File: src/rtl/phase_mon_pkg.sv
// Shared types, phase codes and LED field positions for the four-phase sequence monitor.
package phase_mon_pkg;

  typedef enum logic [1:0] {
    ST_IDLE   = 2'd0,
    ST_LOCKED = 2'd1,
    ST_ERR    = 2'd2
  } mon_state_e;

  localparam logic [3:0] PH_T1 = 4'b0001;
  localparam logic [3:0] PH_T2 = 4'b0010;
  localparam logic [3:0] PH_T3 = 4'b0100;
  localparam logic [3:0] PH_T4 = 4'b1000;

  localparam int LED_CNT_LSB  = 0;
  localparam int LED_PH_LSB   = 8;
  localparam int LED_ERR_BIT  = 12;
  localparam int LED_LOCK_BIT = 13;

  function automatic logic is_onehot4(input logic [3:0] p);
    return (p != 4'b0000) && ((p & (p - 4'd1)) == 4'b0000);
  endfunction

  // T4 wraps back to T1.
  function automatic logic [3:0] next_phase(input logic [3:0] p);
    return {p[2:0], p[3]};
  endfunction

endpackage

File: src/rtl/phase_sequence_monitor_pattern_filter.sv
// Two-flop synchronizer plus stability filter: a new pattern is accepted only after
// it has been seen unchanged long enough; new_pat_o strobes for the accepting cycle.
module pattern_filter #(
  parameter int WIDTH         = 4,
  parameter int FILTER_CYCLES = 10000
) (
  input  logic             clk_i,
  input  logic             rst_ni,
  input  logic [WIDTH-1:0] din_i,
  output logic [WIDTH-1:0] accepted_o,
  output logic             new_pat_o
);

  localparam int             CW   = $clog2(FILTER_CYCLES);
  localparam logic [CW-1:0]  LAST = CW'(FILTER_CYCLES - 1);

  logic [WIDTH-1:0] sync1_q;
  logic [WIDTH-1:0] sync2_q;
  logic [WIDTH-1:0] accepted_q;
  logic [WIDTH-1:0] candidate_q;
  logic [CW-1:0]    stab_cnt_q;
  logic             new_pat;

  assign new_pat = (sync2_q != accepted_q) && (sync2_q == candidate_q) && (stab_cnt_q == LAST);

  always_ff @(posedge clk_i or negedge rst_ni) begin
    if (!rst_ni) begin
      sync1_q     <= '0;
      sync2_q     <= '0;
      accepted_q  <= '0;
      candidate_q <= '0;
      stab_cnt_q  <= '0;
    end else begin
      sync1_q <= din_i;
      sync2_q <= sync1_q;
      if (sync2_q == accepted_q) begin
        stab_cnt_q <= '0;
      end else if (sync2_q != candidate_q) begin
        candidate_q <= sync2_q;
        stab_cnt_q  <= '0;
      end else if (stab_cnt_q == LAST) begin
        accepted_q <= candidate_q;
        stab_cnt_q <= '0;
      end else begin
        stab_cnt_q <= stab_cnt_q + CW'(1);
      end
    end
  end

  // Present the pattern being accepted in the same cycle as the strobe.
  assign accepted_o = new_pat ? candidate_q : accepted_q;
  assign new_pat_o  = new_pat;

endmodule

File: src/rtl/phase_sequence_monitor.sv
// Receives T1..T4 phase lines, checks rotation order, counts full rotations and
// drives count / phase / error / lock onto the 16 LEDs.
module phase_sequence_monitor
  import phase_mon_pkg::*;
#(
  parameter int FILTER_CYCLES = 10000,
  parameter int CNT_W         = 8
) (
  input  logic        sys_clk_in,
  input  logic        sys_rst_n,
  input  logic [3:0]  t_in,
  input  logic        clr_n,
  output logic [15:0] led_pin
);

  logic [3:0]       pat;
  logic             new_pat;
  logic             clr_meta_q;
  logic             clr_sync_q;
  mon_state_e       state_q;
  logic [3:0]       field_q;
  logic [CNT_W-1:0] count_q;
  logic             err_q;
  logic             lock_q;

  pattern_filter #(
    .WIDTH         (4),
    .FILTER_CYCLES (FILTER_CYCLES)
  ) u_t_filter (
    .clk_i      (sys_clk_in),
    .rst_ni     (sys_rst_n),
    .din_i      (t_in),
    .accepted_o (pat),
    .new_pat_o  (new_pat)
  );

  always_ff @(posedge sys_clk_in or negedge sys_rst_n) begin
    if (!sys_rst_n) begin
      clr_meta_q <= 1'b1;
      clr_sync_q <= 1'b1;
    end else begin
      clr_meta_q <= clr_n;
      clr_sync_q <= clr_meta_q;
    end
  end

  // Clear dominates: a pattern accepted while clear is active is dropped.
  always_ff @(posedge sys_clk_in or negedge sys_rst_n) begin
    if (!sys_rst_n) begin
      state_q <= ST_IDLE;
      field_q <= '0;
      count_q <= '0;
      err_q   <= 1'b0;
      lock_q  <= 1'b0;
    end else if (!clr_sync_q) begin
      state_q <= ST_IDLE;
      field_q <= '0;
      count_q <= '0;
      err_q   <= 1'b0;
      lock_q  <= 1'b0;
    end else if (new_pat) begin
      case (state_q)
        ST_IDLE: begin
          if (pat == PH_T1) begin
            state_q <= ST_LOCKED;
            field_q <= PH_T1;
            lock_q  <= 1'b1;
          end else if ((pat != 4'b0000) && !is_onehot4(pat)) begin
            state_q <= ST_ERR;
            field_q <= pat;
            err_q   <= 1'b1;
          end
        end
        ST_LOCKED: begin
          if (pat == next_phase(field_q)) begin
            field_q <= pat;
            if (field_q == PH_T4) begin
              count_q <= count_q + CNT_W'(1);
            end
          end else if (pat == 4'b0000) begin
            state_q <= ST_IDLE;
            field_q <= '0;
            lock_q  <= 1'b0;
          end else begin
            state_q <= ST_ERR;
            field_q <= pat;
            err_q   <= 1'b1;
            lock_q  <= 1'b0;
          end
        end
        default: begin
        end
      endcase
    end
  end

  always_comb begin
    led_pin                          = '0;
    led_pin[LED_CNT_LSB +: 8]        = 8'(count_q);
    led_pin[LED_PH_LSB +: 4]         = field_q;
    led_pin[LED_ERR_BIT]             = err_q;
    led_pin[LED_LOCK_BIT]            = lock_q;
  end

endmodule

File: config.mk
export PLATFORM = sky130hd
export DESIGN_NAME = phase_sequence_monitor
export DESIGN_NICKNAME = d
export VERILOG_FILES = /design/src/rtl/phase_mon_pkg.sv /design/src/rtl/phase_sequence_monitor_pattern_filter.sv /design/src/rtl/phase_sequence_monitor.sv
export SDC_FILE = /design/constraint.sdc
export NUM_CORES = 1
export LEC_CHECK = 0
export CAP_MARGIN = 10
export CORE_ASPECT_RATIO = 1.4
export CORE_MARGIN = 4
export CORE_UTILIZATION = 35
export DETAILED_ROUTE_END_ITERATION = 10
export PLACE_DENSITY_LB_ADDON = 0.25
export SYNTH_ARGS = -nofsm -noshare
export SYNTH_HDL_FRONTEND = slang
export SYNTH_SLANG_ARGS = --single-unit
File: constraint.sdc
create_clock -name sys_clk_in -period 2.3 [get_ports sys_clk_in]
set_input_delay 0.46 -clock sys_clk_in [delete_from_list [all_inputs] [get_ports sys_clk_in]]
set_output_delay 0.46 -clock sys_clk_in [all_outputs]
set_load 0.005 [all_outputs]
* After elaboration in Yosys (flattened, before gate mapping)
Index checks and enable logic that the tools add are counted.
** Storage, ports and cells
- Flip-flop bits (word level) :: 48
- Latch bits :: 0
- Memory bits (writable) :: 0
- Bits in read-only memories :: 0
- Output and inout port bits :: 16
- Logic and storage cells :: 89
- Memories :: 0
** Cells by class
- Add/sub/neg operators :: 3
- Multipliers :: 0
- Div/mod/pow operators :: 0
- Order comparisons :: 0
- Equality and inequality tests :: 20
- Shift operators :: 0
- Multiplexer cells :: 35
- Bitwise gates (word level) :: 3
- Reductions and logical operators :: 16
** Operators with widths (count)
- two-way mux 14 bit :: 3
- two-way mux 8 bit :: 5
- two-way mux 4 bit :: 7
- inequality test 3 bit, second input constant :: 5
- adder 14 x 1 -> 14 bit, second input constant :: 1
- == test 14 bit, second input constant :: 1
- == test 4 bit :: 3
- two-way mux 2 bit :: 6
- AND reduction 4 bit :: 3
- two-way mux 1 bit :: 10
- adder 8 x 1 -> 8 bit, second input constant :: 1
- zero test 4 bit :: 2
- inequality test 2 x 1 -> 1 bit, second input constant :: 4
- inequality test 4 bit :: 2
- case mux 4 bit (2 select lines) :: 1
- AND reduction 3 bit :: 2
- AND reduction 6 bit :: 1
- AND 4 bit :: 1
- == test 4 x 1 -> 1 bit, second input constant :: 1
- == test 4 bit, second input constant :: 1
- logical AND 1 bit :: 4
- inequality test 4 bit, second input constant :: 1
- case mux 1 bit (2 select lines) :: 2
- case mux 2 bit (2 select lines) :: 1
- 8 further kinds :: 9

* Logic depth before layout (Yosys ltp)
Gate-level depths: netlist of run 1.
- Word-level depth :: 15
- Gate-level depth with buffers :: 7
- Gate-level depth less buffers :: 6

* Hierarchy
Synthesis of run 1 repeated with hierarchy kept, for this count alone.
** Unflattened totals
- Cell total of the unflattened synthesis :: 210
- Area, all modules :: 2328.5 µm²
** Modules (own cells, without submodules)
- pattern_filter :: instances 1, cells an instance 108, area each 1301.2 µm², seq. area each 750.7 µm²
- phase_sequence_monitor :: instances 1, cells an instance 102, area each 1027.2 µm², seq. area each 452.9 µm²

* Worst setup path before layout of run 1
OpenSTA, ideal clock, no wires.
- Path type :: reg2reg
- From :: register u_t_filter.stab_cnt_q[7]
- To :: register err_q
- Setup time :: 0.065 ns
- Data arrival time :: 2.240 ns
- Data required time :: 2.235 ns
- Setup slack :: -0.005 ns
- Stages on the path, launching flop included :: 6
- Buffers on the path :: 0
- Period minus slack after synthesis :: 2.305 ns
- Cells stage by stage :: dfrtp_1 or4b_1 or4_4 nor4_4 and3_1 o21a_1
** On the way
- Word-level cells in the longest chain between the ends :: 11
- Elaborated cells between the ends (all ways) :: 19
- Classes of those cells :: add/sub (1); eq/ne (8); mux (1); bitwise (1); reduce/logical (8)
** Ends and longest elaborated chain
- from (decl) :: RTL line phase_sequence_monitor_pattern_filter.sv:21 : logic [CW-1:0] stab_cnt_q;
- from (signal assigned) :: RTL line phase_sequence_monitor_pattern_filter.sv:45 : stab_cnt_q <= stab_cnt_q + CW'(1);
- == test 14 bit * :: RTL line phase_sequence_monitor_pattern_filter.sv:24 : assign new_pat = (sync2_q != accepted_q) && (sync2_q == candidate_q) && (stab_cnt_q == LAST);
- logical AND 1 bit * :: RTL line phase_sequence_monitor_pattern_filter.sv:24
- two-way mux 4 bit :: RTL line phase_sequence_monitor_pattern_filter.sv:51 : assign accepted_o = new_pat ? candidate_q : accepted_q;
- subtractor 4 x 1 -> 4 bit :: RTL line phase_mon_pkg.sv:21 : return (p != 4'b0000) && ((p & (p - 4'd1)) == 4'b0000);
- AND 4 bit :: RTL line phase_mon_pkg.sv:21
- zero test 4 bit :: RTL line phase_mon_pkg.sv:21
- logical AND 1 bit :: RTL line phase_mon_pkg.sv:21
- zero test 1 bit :: RTL line phase_sequence_monitor.sv:68 : end else if ((pat != 4'b0000) && !is_onehot4(pat)) begin
- logical AND 1 bit :: RTL line phase_sequence_monitor.sv:68
- inequality test 3 bit (no line)
- AND reduction 6 bit (no line) *
- to (signal assigned) :: RTL line phase_sequence_monitor.sv:59 : err_q <= 1'b0;
- to (signal assigned) :: RTL line phase_sequence_monitor.sv:71 : err_q <= 1'b1;
- to (signal assigned) :: RTL line phase_sequence_monitor.sv:87 : err_q <= 1'b1;
- to (decl) :: RTL line phase_sequence_monitor.sv:23 : logic err_q;
Mark *: on every way between the ends. The rest lies on a longest branch, timed or not.
A chain may end at the register's enable or synchronous reset.

* Final worst setup path of run 1
- From :: register u_t_filter.stab_cnt_q[4]
- To :: register u_t_filter.accepted_q[3]
** On the way
- Word-level cells in the longest chain between the ends :: 2
** Ends and longest elaborated chain
- == test 14 bit :: RTL line phase_sequence_monitor_pattern_filter.sv:41 : end else if (stab_cnt_q == LAST) begin
- AND reduction 3 bit (no line)
- to (signal assigned) :: RTL line phase_sequence_monitor_pattern_filter.sv:42 : accepted_q <= candidate_q;
- to (decl) :: RTL line phase_sequence_monitor_pattern_filter.sv:19 : logic [WIDTH-1:0] accepted_q;
No other way between the ends.

==> flow_summary_export.csv, run 1 <==
group,metric,value,unit
floorplanning,core,6250,sq um
grt,overflow,0,
timing,whs,148,ps
timing,max_freq,0.431,GHz
hold_path,hold_path.class,"input pin to async pin",
floorplanning,initial_core_util,36.0,%
final_layout,nNetsFinal,245,
cts,postCtsHoldBufs,0,
timing,fin_crit_sh,101,%
place,gp_congestion,0.740,
setup_path,crit_arrival,2510,ps
route,route.met2.wl,2120,um
place,dp_cells,297,
cts,root_buffer,"clkbuf_8",
grt,antenna_found_initial,0,
setup_path,end_kind,"register",
yosys,async_flop_share,100,%
status,violations,"setup timing",
route,route.met3.wl,156,um
yosys,syn_area_per_cell,10.9,sq um
route,firstDrtPassIters,4,
grt,grtUsageTotal,12.3,%
timing,setup_viol,1,
cts,cts_made_buffers,5,
setup_path,setup.worst_path.start_class,"register",
yosys,synth_ff_type,"dfrtp_1",
yosys,netlist_instances,206,
route,num_vias,1568,
cts,worstSkewPairLatency,300,ps
yosys,yosysWarnings,0,
route,drc_errors,0,
setup_path,critPathKind,"register to register",
place,portBuffers,20,
yosys,synth_area_leaders,"dfrtp_1, xnor2_1, mux2_2",
cts,cts_htree_levels,2,
setup_path,endpoint,"u_t_filter.accepted_q[3]",
cts,clock-sinks,48,
yosys,synth_cell_types,42,
setup_path,worstPathMaxFanout,6,
timing,rsz0062_at_grt,"true",
power,irDropWorstVdd,0.273,mV
power,p_leak,1.13,nW
yosys,ys_ff_latch,48,
grt,grt_max_degree,26,
route,viasPerCell,5.07,
floorplanning,ioPinCount,23,
power,power_density,657,nW/um^2
timing,fin_skew,3.82,ps
setup_path,rrSetupSlack,-20,ps
route,drt-met1-wl,1850,um
timing,relSlewSlack,62.5,%
setup_path,r2r-end,"u_t_filter.accepted_q[3]",
timing,hold_viol,0,
timing,worst_slew_pin_slew,563,ps
floorplanning,die_h,103,um
yosys,syn_area,2250,sq um
place,dp_slack,-58.8,ps
route,post_drt_wl_per_cell,13.5,um
grt,grt_first_pass_wirelength,7420,um
yosys,synth_top_area_share,51.1,%
cts,cts_buffer_depth,2,
final_layout,drive_gt1_share,15.6,%
setup_path,r2r-start,"u_t_filter.stab_cnt_q[4]",
floorplanning,die_w,75.8,um
timing,slew_violations,0,
setup_path,reg2reg_depth,5,
final_layout,stdcell_count,309,
final_layout,area_growth,22.2,%
floorplanning,die_area,7800,sq um
grt,grt_pass1_vias,1555,
route,drt_wl_total,4180,um
yosys,synth_edf_count,0,
final_layout,antenna_cells,0,
route,initialDrtViolationCount,38,
route,route.top_layer_used,"met4",
setup_path,required,2490,ps
run,drv_cap,0,
timing,setup_ws,-20.7,ps
floorplanning,row_count,34,
yosys,synth.most_common_cell,"dfrtp_1",
yosys,seq_area_frac_synth,53.4,%
place,hpwl,3010,um
cts,cts_tree,"yes",
yosys,ys_top_cells_by_count,"dfrtp_1, nor2_1, xnor2_1",
timing,period_needed,2320,ps
status,status,"complete, but fails checks",
cts,path_clk_slew,90,ps
route,antenna_left,0,
yosys,yosysTopAreaCell,"dfrtp_1",
setup_path,startpoint,"u_t_filter.stab_cnt_q[4]",
-- report_power, final --
group          total [W]  internal (W)  switching [W]
Combinational  0.0000921     0.0000426      0.0000495
Clock           0.000825      0.000543       0.000281
Sequential      0.000892      0.000862      0.0000299
-- final cells by class --
type / instances / area (sq um)
Fill cell: 609 / 3500
Sequential cell: 48 / 1200
Multi-Input combinational cell: 141 / 968
Timing Repair Buffer: 33 / 305
Clock inverter: 3 / 90.1
Tap cell: 72 / 90.1
Clock buffer: 5 / 68.8
Inverter: 7 / 26.3
-- kinds of logic (layout without fill, tap and decap cells) --
group           count (synthesis)  in the layout  synth area share, %
compound gates                 21             21                 5.72
mux                             9              9                 4.44
xor+xnor                       26             26                 10.1
other cells                     1              2                0.166
simple gates                   80             80                 20.5
buf+inv                        18             48                 4.11
fa+ha+maj                       3              3                 1.55
flops                          48             48                 53.4
-- state kept, by name (all words and copies together) (netlist names) --
register,count
u_t_filter.accepted_q,4
u_t_filter.sync1_q,4
state_q,2
count_q,8
field_q,4
u_t_filter.stab_cnt_q,14
clr_sync_q,1
lock_q,1
err_q,1
clr_meta_q,1
u_t_filter.sync2_q,4
u_t_filter.candidate_q,4
-- layer usage --
metal	GRT usage (%)	vias to the layer above
met2	20.4	25
met1	15.6	767
li1	-	771
met4	4.04	0
met3	2.63	5
met5	0	-
-- cells in the final DEF (no fill, tap or decap), types with 5 or more instances in the layout --
cell             synthesis  layout
buf_4                    4      12
nand3_1                 10      10
mux2_2                   8       7
a21oi_1                  7       7
nor2_1                  22      22
xnor2_1                 19      19
o21ai_0                  7       7
xor2_1                   7       7
clkbuf_8                 0       5
inv_1                    6       6
nand2_1                  9       9
and3_1                   6       6
nand4_1                  9       9
clkdlybuf4s50_1          0      19
dfrtp_1                 46      46
-- critical path, cell delays in order, from the launching register on --
cell     delay, ps
dfrtp_1        380
or4b_4         540
or4_4          570
nor3_4         260
buf_4          170
mux2_4         280
-- worst min-delay path by stage --
stage | end | startpoint | slack [ps] | cells past startpoint
finish | err_q | sys_rst_n | 150 | 1
CTS | u_t_filter.stab_cnt_q[6] | sys_rst_n | 160 | 1
global placement | u_t_filter.sync2_q[3] | u_t_filter.sync1_q[3] | 330 | 0
detailed placement | u_t_filter.sync2_q[0] | u_t_filter.sync1_q[0] | 330 | 0
floorplan | count_q[0] | sys_rst_n | 160 | 0
global route | err_q | sys_rst_n | 180 | 1
-- per-stage QoR --
stage               TNS, ps  instance area [sq um]  power, W  utilization, %
CTS                   -1.88                   2720   0.00184            43.5
global route           -263                   2750   0.00188            44.0
global placement      -5.87                   2560   0.00100            40.9
finish                -20.7                   2750   0.00181            44.0
detailed placement     -106                   2560   0.00100            40.9
floorplan                 0                   2260  0.000964               -
-- timing repair --
action,4_1_cts,5_1_grt
resized for setup,1,1
pin swaps,5,1
setup endpoints to repair,5,10
setup buffers,0,4
Power figures use the tool's default switching activity.
==> inputs of run 2 (changes only) <==
--- a/config.mk
+++ b/config.mk
@@ -6,9 +6,9 @@
 export NUM_CORES = 1
 export LEC_CHECK = 0
 export CAP_MARGIN = 10
-export CORE_ASPECT_RATIO = 1.4
 export CORE_MARGIN = 4
 export CORE_UTILIZATION = 35
+export CTS_CLUSTER_DIAMETER = 80
 export DETAILED_ROUTE_END_ITERATION = 10
 export PLACE_DENSITY_LB_ADDON = 0.25
 export SYNTH_ARGS = -nofsm -noshare
==> run 2 against run 1 <==
  * Total power decreased by 12%
  * Clock power is 26% lower
  * Die area decreased by 0.23%
  * Combinational power increased by 4.7%
  * Hold slack got worse by 15 ps
  * Clock skew up 3.7 ps
  * Sequential power hardly changed
  * The run now ends clean
  * Final area decreased by 1.6%
  * Via count down 0.96%
==> flow_summary_export.csv, run 2 (same netlist as run 1, synthesis figures left out) <==
group,metric,value,unit
final_layout,final_common_cell,"dfrtp_1",
timing,max_freq,0.439,GHz
final_layout,largest_register,"u_t_filter.stab_cnt_q",
floorplanning,die_h,88.2,um
cts,worstSkewPairLatency,300,ps
cts,postCtsHoldBufs,0,
timing,hold_viol,0,
route,num_vias,1553,
timing,period_needed,2280,ps
setup_path,crit_arrival,2470,ps
place,portBuffers,20,
final_layout,layout_common_cells,"dfrtp_1, nor2_1, xnor2_1, clkdlybuf4s50_1",
route,antenna_left,0,
floorplanning,die_area,7790,sq um
timing,slew_violations,0,
final_layout,finish.utilization,44.4,%
setup_path,worstPathMaxFanout,6,
final_layout,seq_area,1200,sq um
grt,grtUsageTotal,11.8,%
route,viasPerCell,5.01,
status,status,"finished, final reports clean",
cts,cts_tree,"yes",
cts,cts_htree_levels,2,
floorplanning,row_count,28,
grt,grt_first_pass_wirelength,7180,um
final_layout,nFillCells,600,
power,finalPower,0.00160,W
floorplanning,initial_core_util,37.0,%
cts,clock-sinks,48,
route,initialDrtViolationCount,63,
final_layout,nNetsFinal,243,
setup_path,worst_path_largest_cell_delay,550,ps
floorplanning,core,6100,sq um
setup_path,critPathKind,"register to register",
route,drt_wl_total,4210,um
route,firstDrtPassIters,4,
final_layout,multi_input_area,970,sq um
timing,fin_crit_sh,99.1,%
hold_path,hold_path.class,"input pin to async pin",
power,irDropWorstVdd,0.304,mV
grt,grt_pass1_vias,1562,
cts,path_clk_slew,90,ps
place,placed_area,2580,sq um
route,drc_errors,0,
timing,fin_skew,7.47,ps
timing,setup_viol,0,
timing,rsz0062_at_grt,"true",
cts,root_buffer,"clkbuf_8",
setup_path,required,2490,ps
grt,grt_max_degree,49,
setup_path,worst-path-buf-inv,0,
cts,cts_made_buffers,5,
grt,antenna_found_initial,0,
floorplanning,die_w,88.2,um
power,power_density,590,nW/um^2
floorplanning,ioPinCount,23,
final_layout,drive_gt1_share,14.9,%
setup_path,crit_path_cell_trace,"or4b_4 > or4_4 > nor3_4 > nand3b_1 > a32o_1",
setup_path,cpLargestDelayFamily,"simple AND/OR/NAND/NOR gates",
cts,cts_buffer_depth,2,
final_layout,antenna_cells,0,
final_layout,top_regs,"u_t_filter.stab_cnt_q x14, count_q x8",
setup_path,end_kind,"register",
grt,overflow,0,
final_layout,largest_reg_flops,14,
timing,tns,0,ps
final_layout,area_growth,20.2,%
run,drv_cap,0,
power,p_leak,1.10,nW
final_layout,final_cell_area,2710,sq um
setup_path,slowest_stage,"or4_4",
setup_path,setup.worst_path.start_class,"register",
route,post_drt_wl_per_cell,13.6,um
place,hpwl,2900,um
place,gp_congestion,0.755,
run 2: layout make-up:
class	instances	share of cell area [%]
Sequential cell	48	44.5
Timing Repair Buffer	31	11.3
Inverter	7	0.970
Clock buffer	6	2.68
Multi-Input combinational cell	141	35.8
Clock inverter	2	1.29
Tap cell	75	3.47
run 2: power breakdown:
part / total, W / internal [W] / switching, W
logic: 0.0000964 / 0.0000461 / 0.0000503
clock network: 0.000608 / 0.000323 / 0.000284
registers: 0.000893 / 0.000862 / 0.0000308
run 2: worst reg2reg max path: stages (launching register included):
cell	delay, ps
dfrtp_1	390
or4b_4	540
or4_4	550
nor3_4	280
nand3b_1	140
a32o_1	270
run 2: worst paths after layout:
check                                                from               endpoint  slack (ps)  depth (start not counted)
worst max-delay path            u_t_filter.stab_cnt_q[11]                 lock_q          20                          5
worst min-delay path                            sys_rst_n  u_t_filter.sync1_q[0]         130                          2
worst max register to register  u_t_filter.stab_cnt_q[11]                 lock_q          20                          5
worst min register to register      u_t_filter.sync1_q[3]  u_t_filter.sync2_q[3]         350                          0
max in group asynchronous                       sys_rst_n             clr_meta_q        1890                          2
min in group sys_clk_in             u_t_filter.sync1_q[3]  u_t_filter.sync2_q[3]         350                          0
run 2: per-stage QoR:
step,instances,setup slack (ps),hold slack (ps)
global placement,301,29.3,332
detailed placement,301,-10.9,336
floorplan,207,29.6,164
CTS,309,8.04,137
global route,310,-63.1,151
finish,310,20.8,133
run 2: repair_timing:
item,CTS,global route
gates resized for setup,0,4
setup buffers,0,1
pin swaps,1,3
endpoints found under the setup margin,3,14
gates cloned,0,0
run 2: per-layer routing:
metal / up-vias / track usage (%) / wire (um) / part of all wire [%]
met5: - / 0 / 0 / 0
met4: 0 / 3.43 / 19 / 0.45
met3: 2 / 2.89 / 177 / 4.2
met2: 24 / 18.8 / 1920 / 45
met1: 759 / 16.0 / 2100 / 50
li1: 768 / - / - / -
